===== src/rtl/reg_write_arbiter_pkg.sv =====
// Shared constants and FSM state type for the register-write arbiter.
package reg_write_arbiter_pkg;

    localparam int unsigned ANCHO_DEF    = 8;
    localparam int unsigned HOLD_MAX_DEF = 16;

    typedef enum logic [1:0] {
        ST_IDLE = 2'd0,
        ST_LOAD = 2'd1,
        ST_WAIT = 2'd2
    } arb_state_t;

endpackage


===== src/rtl/reg_write_arbiter_rr_picker.sv =====
// Round-robin picker: first set req bit scanning ptr+1, ptr+2, ... mod N_REQ.
module rr_picker #(
    parameter int unsigned N_REQ = 4,
    parameter int unsigned IDX_W = $clog2(N_REQ)
) (
    input  logic [N_REQ-1:0] req,
    input  logic [IDX_W-1:0] ptr,
    output logic [IDX_W-1:0] winner,
    output logic             any_req
);

    int unsigned idx;

    always_comb begin
        winner  = '0;
        any_req = 1'b0;
        idx     = 0;
        for (int unsigned k = 1; k <= N_REQ; k++) begin
            idx = (32'(ptr) + k) % N_REQ;
            if (!any_req && req[idx]) begin
                any_req = 1'b1;
                winner  = IDX_W'(idx);
            end
        end
    end

endmodule


===== src/rtl/reg_write_arbiter.sv =====
// Round-robin arbiter driving the enable/data of one shared D register.
// Optional hold timeout in WAIT enabled with macro ARB_HOLD_TIMEOUT_EN.
module reg_write_arbiter
    import reg_write_arbiter_pkg::*;
#(
    parameter int unsigned N_REQ    = 4,
    parameter int unsigned ANCHO    = ANCHO_DEF,
    parameter int unsigned HOLD_MAX = HOLD_MAX_DEF
) (
    input  logic                   clk,
    input  logic                   reset,
    input  logic [N_REQ-1:0]       req,
    input  logic [N_REQ*ANCHO-1:0] din,
    output logic [N_REQ-1:0]       grant,
    output logic [N_REQ-1:0]       ack,
    output logic                   reg_en,
    output logic [ANCHO-1:0]       reg_data,
    output logic                   timeout_err
);

    localparam int unsigned IDX_W = $clog2(N_REQ);

    arb_state_t       state_q, state_d;
    logic [N_REQ-1:0] grant_q, grant_d;
    logic [N_REQ-1:0] ack_q, ack_d;
    logic             reg_en_q, reg_en_d;
    logic [ANCHO-1:0] reg_data_q, reg_data_d;
    logic [IDX_W-1:0] ptr_q, ptr_d;
    logic [IDX_W-1:0] winner_q, winner_d;
    logic             timeout_q, timeout_d;

    logic [IDX_W-1:0] pick;
    logic             any_req;

`ifdef ARB_HOLD_TIMEOUT_EN
    localparam int unsigned CNT_W = $clog2(HOLD_MAX + 1);
    logic [CNT_W-1:0] cnt_q, cnt_d;
`else
    logic [31:0] unused_hold_max;
    assign unused_hold_max = 32'(HOLD_MAX);
`endif

    rr_picker #(
        .N_REQ (N_REQ),
        .IDX_W (IDX_W)
    ) u_picker (
        .req     (req),
        .ptr     (ptr_q),
        .winner  (pick),
        .any_req (any_req)
    );

    // State and output registers; reset aborts any transfer in flight.
    always_ff @(posedge clk) begin
        if (reset) begin
            state_q    <= ST_IDLE;
            grant_q    <= '0;
            ack_q      <= '0;
            reg_en_q   <= 1'b0;
            reg_data_q <= '0;
            ptr_q      <= IDX_W'(N_REQ - 1);
            winner_q   <= '0;
            timeout_q  <= 1'b0;
`ifdef ARB_HOLD_TIMEOUT_EN
            cnt_q      <= '0;
`endif
        end else begin
            state_q    <= state_d;
            grant_q    <= grant_d;
            ack_q      <= ack_d;
            reg_en_q   <= reg_en_d;
            reg_data_q <= reg_data_d;
            ptr_q      <= ptr_d;
            winner_q   <= winner_d;
            timeout_q  <= timeout_d;
`ifdef ARB_HOLD_TIMEOUT_EN
            cnt_q      <= cnt_d;
`endif
        end
    end

    // Next-state logic; ack/reg_en are set on the IDLE->LOAD edge so they are high in LOAD.
    always_comb begin
        state_d    = state_q;
        grant_d    = grant_q;
        ack_d      = '0;
        reg_en_d   = 1'b0;
        reg_data_d = reg_data_q;
        ptr_d      = ptr_q;
        winner_d   = winner_q;
        timeout_d  = timeout_q;
`ifdef ARB_HOLD_TIMEOUT_EN
        cnt_d      = cnt_q;
`endif
        case (state_q)
            ST_IDLE: begin
                grant_d = '0;
                if (any_req) begin
                    winner_d   = pick;
                    grant_d    = N_REQ'(1) << pick;
                    ack_d      = N_REQ'(1) << pick;
                    reg_en_d   = 1'b1;
                    reg_data_d = din[32'(pick)*ANCHO +: ANCHO];
                    state_d    = ST_LOAD;
                end
            end
            ST_LOAD: begin
                state_d = ST_WAIT;
`ifdef ARB_HOLD_TIMEOUT_EN
                cnt_d   = '0;
`endif
            end
            ST_WAIT: begin
                if (!req[winner_q]) begin
                    ptr_d   = winner_q;
                    grant_d = '0;
                    state_d = ST_IDLE;
                end
`ifdef ARB_HOLD_TIMEOUT_EN
                else if (cnt_q >= CNT_W'(HOLD_MAX - 1)) begin
                    ptr_d     = winner_q;
                    grant_d   = '0;
                    timeout_d = 1'b1;
                    state_d   = ST_IDLE;
                end else begin
                    cnt_d = cnt_q + CNT_W'(1);
                end
`endif
            end
            default: begin
                grant_d = '0;
                state_d = ST_IDLE;
            end
        endcase
    end

    assign grant       = grant_q;
    assign ack         = ack_q;
    assign reg_en      = reg_en_q;
    assign reg_data    = reg_data_q;
    assign timeout_err = timeout_q;

endmodule


===== config.mk =====
export PLATFORM = sky130hd
export DESIGN_NAME = reg_write_arbiter
export DESIGN_NICKNAME = d
export VERILOG_FILES = /design/src/rtl/reg_write_arbiter_pkg.sv /design/src/rtl/reg_write_arbiter_rr_picker.sv /design/src/rtl/reg_write_arbiter.sv
export SDC_FILE = /design/constraint.sdc
export NUM_CORES = 1
export LEC_CHECK = 0
export BUFFER_PORTS_ARGS = -buffer_cell sky130_fd_sc_hd__buf_2
export CAP_MARGIN = 40
export CORE_MARGIN = 3
export CORE_UTILIZATION = 46
export CTS_BUF_LIST = sky130_fd_sc_hd__clkbuf_4 sky130_fd_sc_hd__clkbuf_8 sky130_fd_sc_hd__clkbuf_16
export DETAILED_ROUTE_END_ITERATION = 8
export PLACE_DENSITY = 0.79
export SETUP_SLACK_MARGIN = 0.4
export SLEW_MARGIN = 20
export SYNTH_ARGS = -nofsm -noshare
export SYNTH_HDL_FRONTEND = slang
export SYNTH_SLANG_ARGS = --single-unit

===== constraint.sdc =====
create_clock -name clk -period 2.35 [get_ports clk]
set_clock_uncertainty 0.2 [all_clocks]
set_input_delay 0.235 -clock clk [delete_from_list [all_inputs] [get_ports clk]]
set_output_delay 0.235 -clock clk [all_outputs]
set_load 0.02 [all_outputs]

==> results, run 1 <==
- The via count of the first global-routing pass was 1058.
- Using the TritonRoute via totals, the vias-per-cell ratio works out to 5.593.
- The instance area at placement is 1514 µm².
- The number of cells produced by synthesis is 114.
- The post-layout minimum cycle time is 1.836 ns.
- In this run, synthesis produced a sequential element count of 23.
- Buffers inserted to repair hold after CTS numbered 0.
- The floorplan step defined a die boundary enclosing 3312 µm².
- The flow ran to the end, and the final reports show no timing, DRC or antenna violations.
- The count of pins over their slew limit is 0.
- In the routed design, unresolved DRC markers number 0.
- The filler cell count is 227.
- Summed over all cells, the static leakage comes to 0.7220 nW.
- The clock network latency to the later pin of the worst-skew pair is 0.31 ns.
- The die is 57.55 µm tall.
- The layout overhead on the synthesized area is 26.30%.
- The final number of hold-violating endpoints is 0.
- The CTS H-tree depth is 1.
- TritonCTS built the clock tree.
- The first-pass detailed-route iteration total is 4.
- The setup slack of the worst register-to-register path is 0.51 ns.
- The die is 57.55 µm wide.
- Summing all multi-input logic gate instances after layout gives 723.2 µm².
- The critical-path maximum fanout is 4.
- The clock root buffer is clkbuf_4.
- Max-cap violations in this run came to 0.
- The initial detailed-routing violation count is 24.
- The wire length of the first global-routing pass is 4809 µm.
- The fmax is 544.5 MHz.
- The post-synthesis average cell area is 10.72 µm².
- Summing all flip-flop and latch instances after layout gives 460.4 µm².
- The congestion estimate from routability-driven global placement came to 0.8639.
- During placement, the flow inserted port buffers numbering 54.
- Data on the critical path is required at its endpoint by 2.37 ns.
- Entering global routing, the biggest net connects 18 pins.
- The start-to-end type of the worst setup path is reg2reg.
- The clock passes through at most 2 buffers.
- Setup repair after global routing left no endpoint under its margin.
- Across every metal layer, demand over resource in global routing totals 0.1881.
- The number of diodes added for antenna fixing is 0.
- In this run the worst hold path is classified as in2reg.
- The total setup buffers inserted after CTS is 0.
- In the finished design, the share of the clock period the worst path needs comes to 0.7814.
- Summed over all failing endpoints, the final setup total negative slack is 0 ns.
- The post-synth design cell area is 1222 µm².
- The initial utilization of the core area, before any placement, comes to 0.4890.
- The number of non-filler instances in the completed layout is 199.
- The post-CTS clock slew at the launch and capture registers of the worst setup and hold paths is 0.12 ns.
- The final number of setup-violating endpoints is 0.
- Counting tap cells, the placed design contains a total of 195 instances.
- The TritonCTS sink count is 23.
- On the final layout, the worst hold slack is 0.04252 ns.
- The endpoint kind of the worst setup timing path is a flip-flop.
- The final layout contains 208 nets.
- The number of synthesis warnings is 0.
- The share of the Yosys chip area taken by registers is 0.3767.
- After clock tree synthesis, the repair step resized 0 gates.
- The total CTS buffers is 3.
- Summed over all nets, the half-perimeter wirelength after detailed placement is 2286 µm.
- After detailed routing, the total wire length is 2947 µm.
- The peak supply drop is 446.2 µV.
- The number of antenna violations at the first check in global routing is 0.
- The worst setup path is launched from a flip-flop.
- At the worst endpoint, the arrival time is 1.86 ns.
- The antenna violation net count after detailed routing is 0.
- The power density normalized to cell area is 651.1 nW/µm².
- The initialized floorplan defines 18 standard-cell rows.
- The post-route cell area is 1544 µm².
- In the final layout, the share of cells above drive strength 1 is 0.4734.
- After detailed routing, the average wire length per cell comes to 14.81 µm.
- The aggregate global routing overflow is 0.
- Counting every net in the synthesized netlist gives 152.
- Synthesis instantiated 38 different standard cells from the library.
- 56 I/O pins were placed.
- The region available for standard cell placement spans 2500 µm².
- The design draws 1.005 mW.
- The count of vias placed by the detailed router is 1113.
==> path summary, 6_finish.rpt <==
kind	startpoint	endpoint	depth (start not counted)
worst max-delay path	winner_q[0]$_SDFFE_PP0P_	ptr_q[1]$_SDFFE_PP1P_	4
worst min-delay path	din[13]	reg_data[5]$_SDFFE_PP0P_	3
worst max register to register	winner_q[0]$_SDFFE_PP0P_	ptr_q[1]$_SDFFE_PP1P_	4
worst min register to register	grant[3]$_SDFFE_PP0P_	grant[3]$_SDFFE_PP0P_	1
==> state kept, by name (all words and copies together), names as in the netlist <==
| name | count |
|---|---|
| ack | 4 |
| grant | 4 |
| ptr_q | 2 |
| reg_data | 8 |
| reg_en | 1 |
| state_q | 2 |
| winner_q | 2 |
==> routing by layer <==
metal  GRT usage  vias up  part of all wire  wire length, µm
li1            -      542                 -                -
met1      0.2205      526              0.40             1175
met2      0.3258       40              0.52             1541
met3     0.04299        5             0.061              180
met4     0.07947        0             0.017               50
met5           0        -                 0                0
==> cell type report <==
class / count / share of cell area
tap: 30 / 0.02431
clock buffer: 4 / 0.01945
sequential: 23 / 0.2982
timing repair buffer: 57 / 0.1896
multi-input combinational: 85 / 0.4684
==> Yosys cell counts <==
master / n / share of area
nand2_1: 1 / 0.0031
a21o_1: 5 / 0.031
mux4_2: 1 / 0.018
nor3_1: 1 / 0.0041
buf_2: 1 / 0.0041
a211oi_1: 8 / 0.049
and2_1: 9 / 0.046
a211oi_4: 1 / 0.016
a221oi_1: 4 / 0.029
nor2_2: 2 / 0.010
nor4_2: 1 / 0.010
o21ai_2: 1 / 0.0072
a211o_1: 2 / 0.014
nor2b_1: 2 / 0.010
nand2_4: 1 / 0.0092
conb_1: 1 / 0.0031
a21bo_2: 1 / 0.0082
a221oi_2: 4 / 0.049
buf_4: 2 / 0.012
a21oi_1: 1 / 0.0041
nor2_4: 1 / 0.0092
nor2_1: 7 / 0.021
nand3_2: 1 / 0.0082
dfxtp_1: 23 / 0.38
and3_1: 2 / 0.010
nor3b_1: 1 / 0.0061
nor3b_4: 1 / 0.015
a311oi_1: 1 / 0.0072
mux2i_1: 8 / 0.066
buf_6: 1 / 0.0092
nand2b_1: 4 / 0.020
mux2_2: 1 / 0.0092
or2_1: 1 / 0.0051
clkbuf_1: 2 / 0.0061
nor4_4: 1 / 0.017
a311o_4: 1 / 0.016
a211o_2: 1 / 0.0082
o21bai_1: 8 / 0.049
==> worst max-delay path: stages (launching register included) <==
cell and delay, ns:
dfxtp_1 0.39, mux4_2 0.56, nor3b_4 0.26, nor2b_1 0.08, a211o_1 0.26
==> cells in the final DEF (no fill, tap or decap), drive strengths merged <==
cell    netlist  final
a211oi        9      9
o21ai         1      1
and2          9      9
nor2         10     10
nand2b        4      4
a21oi         1      1
conb          1      1
a21o          5      5
nor2b         2      2
a311o         1      1
a21bo         1      1
mux2          1      1
buf           4     57
nor3b         2      2
mux2i         8      8
a221oi        8      8
mux4          1      1
and3          2      2
nor3          1      1
clkbuf        2      4
nand2         2      2
or2           1      1
a211o         3      3
nor4          2      2
nand3         1      1
dfxtp        23     23
a311oi        1      1
o21bai        8      8
==> metrics by stage <==
step                      setup WS [ns]  utilization
after global routing             0.4457       0.6176
after global placement           0.5725       0.6056
after detailed placement         0.5196       0.6056
final                            0.5136       0.6176
after floorplan                  0.6094            -
after CTS                        0.5074       0.6176
==> power by group <==
| part | internal (mW) | switching [mW] | total, mW |
|---|---|---|---|
| Combinational | 0.147 | 0.194 | 0.341 |
| Sequential | 0.436 | 0.0312 | 0.467 |
| Clock | 0.0780 | 0.119 | 0.197 |
==> logic make-up (layout without fill, tap and decap cells) <==
family / count (synthesis) / count (layout) / synth area share
AND/OR/NAND/NOR: 36 / 36 / 0.2067
other: 1 / 1 / 0.003068
multiplexers: 10 / 10 / 0.09314
buffers and inverters: 6 / 61 / 0.03172
AO/OA/AOI/OAI: 38 / 38 / 0.2886
flip-flops: 23 / 23 / 0.3767
No activity file was read; power rests on OpenSTA's default activity.
==> run 2, diff against run 1 <==
--- a/config.mk
+++ b/config.mk
@@ -5,13 +5,14 @@
 export SDC_FILE = /design/constraint.sdc
 export NUM_CORES = 1
 export LEC_CHECK = 0
+export ABC_AREA = 1
 export BUFFER_PORTS_ARGS = -buffer_cell sky130_fd_sc_hd__buf_2
 export CAP_MARGIN = 40
 export CORE_MARGIN = 3
-export CORE_UTILIZATION = 46
+export CORE_UTILIZATION = 43
 export CTS_BUF_LIST = sky130_fd_sc_hd__clkbuf_4 sky130_fd_sc_hd__clkbuf_8 sky130_fd_sc_hd__clkbuf_16
 export DETAILED_ROUTE_END_ITERATION = 8
-export PLACE_DENSITY = 0.79
+export PLACE_DENSITY = 0.75
 export SETUP_SLACK_MARGIN = 0.4
 export SLEW_MARGIN = 20
 export SYNTH_ARGS = -nofsm -noshare
==> constraint.sdc (replaced) <==
create_clock -name clk -period 1.6 [get_ports clk]
set_clock_uncertainty 0.2 [all_clocks]
set_input_delay 0.16 -clock clk [delete_from_list [all_inputs] [get_ports clk]]
set_output_delay 0.16 -clock clk [all_outputs]
set_load 0.02 [all_outputs]
==> run 2 against run 1 <==
  * The run now ends with negative setup slack left
  * Clock power grew 41%
  * Register-to-register slack lost 1.0 ns
  * Area after synthesis grew 15%
  * Non-clock buffer count grew 39
  * Sequential cell count is the same
  * Cell count grew 75%
  * Sequential power grew 99%
  * Clock-buffer cell count shrank 1
  * Setup slack lost 1.0 ns
  * Critical path type unchanged
==> results, run 2 <==
- The average detailed-routed wire length per instance is 14.30 µm (-3.4%).
- The count of maximum capacitance violations is 0 (unchanged).
- The TritonCTS sink count is 23 (unchanged).
- The most frequent standard cell in the layout excluding fill and tap cells is nand2_1.
- STA classifies the critical path endpoint as a flip-flop.
- After synthesis, the cell types taking the most area are dfxtp_1, nand2_1, nand3_1, nor2_1, o21ai_0.
- The cell leakage power is 1.162 nW (+61%).
- The instance area at placement came to 1774 µm² (+17%).
- The total negative setup slack came to -7.975 ns (-7.975 ns).
- The worst register-to-register path ends at reg_data[3]$_SDFFE_PP0P_.
- The post-layout total power was 3.765 mW (+270%).
- Of all cell types, the one taking the most synthesized area is dfxtp_1.
- The count of vias placed by the detailed router is 1845 (+66%).
- The count of cell types in the netlist is 25 (-34%).
- The peak supply drop is 912.0 µV (+100%).
- The count of input and output buffers is 54 (unchanged).
- The fmax is 469.9 MHz (-14%).
- The async set-or-reset flop fraction in the synthesized netlist is 0 (unchanged).
- The wire length of the first global-routing pass is 7300 µm (+52%).
- The CTS H-tree depth was 1 (unchanged).
- The area inside the core boundary is 3078 µm² (+23%).
- In the layout the commonest cells are nand2_1, buf_2, nand3_1.
- The launch instance of the worst min-delay path is din[26].
- The setup slack of the worst register-to-register path was -0.53 ns (-1.04 ns).
- The worst setup path is of the reg2reg kind.
- The post-synth design cell area came to 1403 µm² (+15%).
- The post-synthesis average cell area is 6.647 µm² (-38%).
- The residual DRC count is 0 (unchanged).
- The post-layout minimum cycle time is 2.128 ns (+0.2919 ns).
- The aggregate global routing overflow is 0 (unchanged).
- The final setup slack of the worst path is -0.5283 ns (-1.042 ns).
- The placer congestion estimate came to 0.8428 (-2.4%).
- The critical-path maximum fanout is 6 (+2).
- The number of diodes added for antenna fixing was 0 (unchanged).
- The count of pins on the block boundary came to 56 (unchanged).
- The count of pins over their slew limit came to 0 (unchanged).
- The worst path arrival time is 2.15 ns (+0.29 ns).
- Clock tree synthesis selected as its root buffer the cell clkbuf_4.
- The global routing usage summed across all routing layers is 0.2259 (+0.03781).
- The first-pass detailed-route iteration total is 4 (unchanged).
- Setup repair after global routing could not meet its margin everywhere.
- The area enclosed by the die boundary is 3983 µm² (+20%).
- TritonCTS built the clock tree.
- The total detailed-routing wirelength came to 4977 µm (+69%).
- The count of placed standard cells including taps is 314 (+61%).
- The antenna violation net count after detailed routing was 0 (unchanged).
- The post-route cell area is 2350 µm² (+52%).
- The final number of hold-violating endpoints is 0 (unchanged).
- The overall die width is 63.11 µm (+9.7%).
- The largest net degree at the start of global routing is 14 (-4).
- The synthesis-stage register bit count came to 23 (unchanged).
- The number of non-filler instances in the completed layout is 348 (+75%).
- The dominant cell by count in the synthesized netlist is nand2_1.
- The number of cells on the worst hold path is 5 (+2).
- The number of buffers on the longest clock path is 2 (unchanged).
- The worst setup path is launched from a flip-flop.
- The flow ran to the end, but the final reports show violations.
- The worst-case hold slack is 0.006296 ns (-0.03622 ns).
- The number of nets in the synthesized netlist is 249 (+64%).
- The path with the worst hold slack has its endpoint at reg_data[2]$_SDFFE_PP0P_.
- The most common flop cell mapped by yosys is dfxtp_1.
- The final number of setup-violating endpoints came to 20 (+20).
- The number of enable flip-flop cells after synthesis is 0 (unchanged).
- The post-CTS clock slew at the launch and capture registers of the worst setup and hold paths was 0.14 ns (+0.02 ns).
- The average via count per standard cell came to 5.302 (-5.2%).
- The required time at the endpoint of the critical path is 1.62 ns (-0.75 ns).
- The sequential cell area fraction in the yosys report is 0.3283 (-0.04838).
- The number of flip-flops in the largest register is 8 (unchanged).
- The power density normalized to cell area was 1602 nW/µm² (+150%).
- The starting density of the core is 0.4557 (-0.03330).
- The initial detailed-routing violation count was 94 (+290%).
- The via count of the first global-routing pass was 1671 (+58%).
- The share of the synthesized area in the top cell type is 0.3283 (-0.04838).
- The filler cell count came to 207 (-8.8%).
- The area growth from synthesis to layout is 67.53%.
- The final reports fail on negative setup slack.
- The startpoint of the worst register-to-register path is ptr_q[0]$_SDFFE_PP1P_.
- The placed wire-length estimate after detailed placement came to 2676 µm (+17%).
- The fraction of layout cells with a size suffix above 1 is 0.4868 (+0.01347).
- The total CTS buffers came to 3 (unchanged).
- The path depth of the worst reg2reg path was 14 (+10).
- The number of cells produced by synthesis is 211 (+85%).
- The net count of the finished layout was 343 (+65%).
- The number of synthesis warnings came to 0 (unchanged).
- Counting instances in the post-synthesis netlist gives the leading cell types as nand2_1, nand3_1, dfxtp_1, nor2_1, o21ai_0.
- The height of the die was 63.11 µm (+9.7%).
- The path category of the worst min-delay check is in2reg.
- The final worst-path cycle share is 1.330 (+0.5488).
- The most critical setup path has its startpoint at ptr_q[0]$_SDFFE_PP1P_.
- The number of antenna violations at the first check in global routing is 0 (unchanged).
- The clock network latency to the later pin of the worst-skew pair is 0.32 ns (about the same).
- The row count came to 20 (+2).
## run 2: cell count changes in the layout (fill, tap and decap cells not counted), moves of 9 or more
cell / delta
nand2_2: +16
buf_6: +11
dfxtp_2: +11
buf_2: -13
nand3_1: +29
buf_4: +17
dfxtp_1: -13
and2_1: -9
nand2_1: +41
dlygate4sd3_1: +22
nor2_1: +13
inv_1: +9
## run 2: worst max-delay path, stage by stage (launching register included)
cell       delay (ns)
dfxtp_4          0.41
buf_6            0.14
nand2_4          0.07
nand2_4          0.06
nand2_4          0.08
nand2_4          0.07
nand2_1          0.09
o21ai_1          0.08
nand2_1          0.14
nand3_4          0.19
clkbuf_16        0.21
nand3_1          0.07
nand3_1          0.09
nor2_1           0.10
nor2_1           0.04
## run 2: cells by family after synthesis
family	Yosys count	share of synthesized area
AOI/OAI and AO/OA	24	0.09098
buffers and inverters	25	0.1079
DFF	23	0.3283
other	1	0.002674
and+or+nand+nor	138	0.4701
## run 2: what timing repair did
action,CTS,global route
hold buffers,22,0
cloned,2,2
pin swaps,4,12
setup buffers,3,1
gates resized for setup,27,62
setup endpoints to repair,24,36
hold endpoints to repair,11,0
## run 2: worst max-delay path by stage
stage / to / slack, ns / cells past startpoint
floorplan: reg_data[0]$_SDFFE_PP0P_ / -0.29 / 14
global placement: reg_data[4]$_SDFFE_PP0P_ / -0.40 / 13
detailed placement: reg_data[5]$_SDFFE_PP0P_ / -0.45 / 14
CTS: reg_data[4]$_SDFFE_PP0P_ / -0.36 / 13
global route: reg_data[2]$_SDFFE_PP0P_ / -0.63 / 14
finish: reg_data[3]$_SDFFE_PP0P_ / -0.53 / 14
## run 2: power by group
part | total [mW] | switching (mW) | internal, mW
Clock | 0.278 | 0.185 | 0.0936
Combinational | 2.56 | 1.49 | 1.07
Sequential | 0.927 | 0.136 | 0.791
Total | 3.76 | 1.81 | 1.95
## run 2: stage by stage
step,worst slack (ns),utilization
3_5_place_dp,-0.4503,0.5764
3_3_place_gp,-0.3975,0.5764
2_1_floorplan,-0.2893,-
4_1_cts,-0.3611,0.6927
6_report,-0.5283,0.7634
5_1_grt,-0.6280,0.7634
## run 2: routing by layer
metal | part of all wire | up-vias | GRT usage
met3 | 0.052 | 25 | 0.04991
li1 | - | 886 | -
met5 | 0 | - | 0
met1 | 0.38 | 861 | 0.2637
met4 | 0.038 | 0 | 0.04408
met2 | 0.53 | 73 | 0.4190
## run 2: cell type report
cell class / instances / area, µm² / share of cell area
clock inverters: 1 / 5.005 / 0.002130
well taps: 44 / 55.05 / 0.02343
flip-flops and latches: 23 / 481.7 / 0.2050
inverters: 16 / 70.07 / 0.02982
repair buffers: 96 / 744.5 / 0.3168
clock buffers: 3 / 22.52 / 0.009585
multi-input cells: 165 / 970.9 / 0.4132
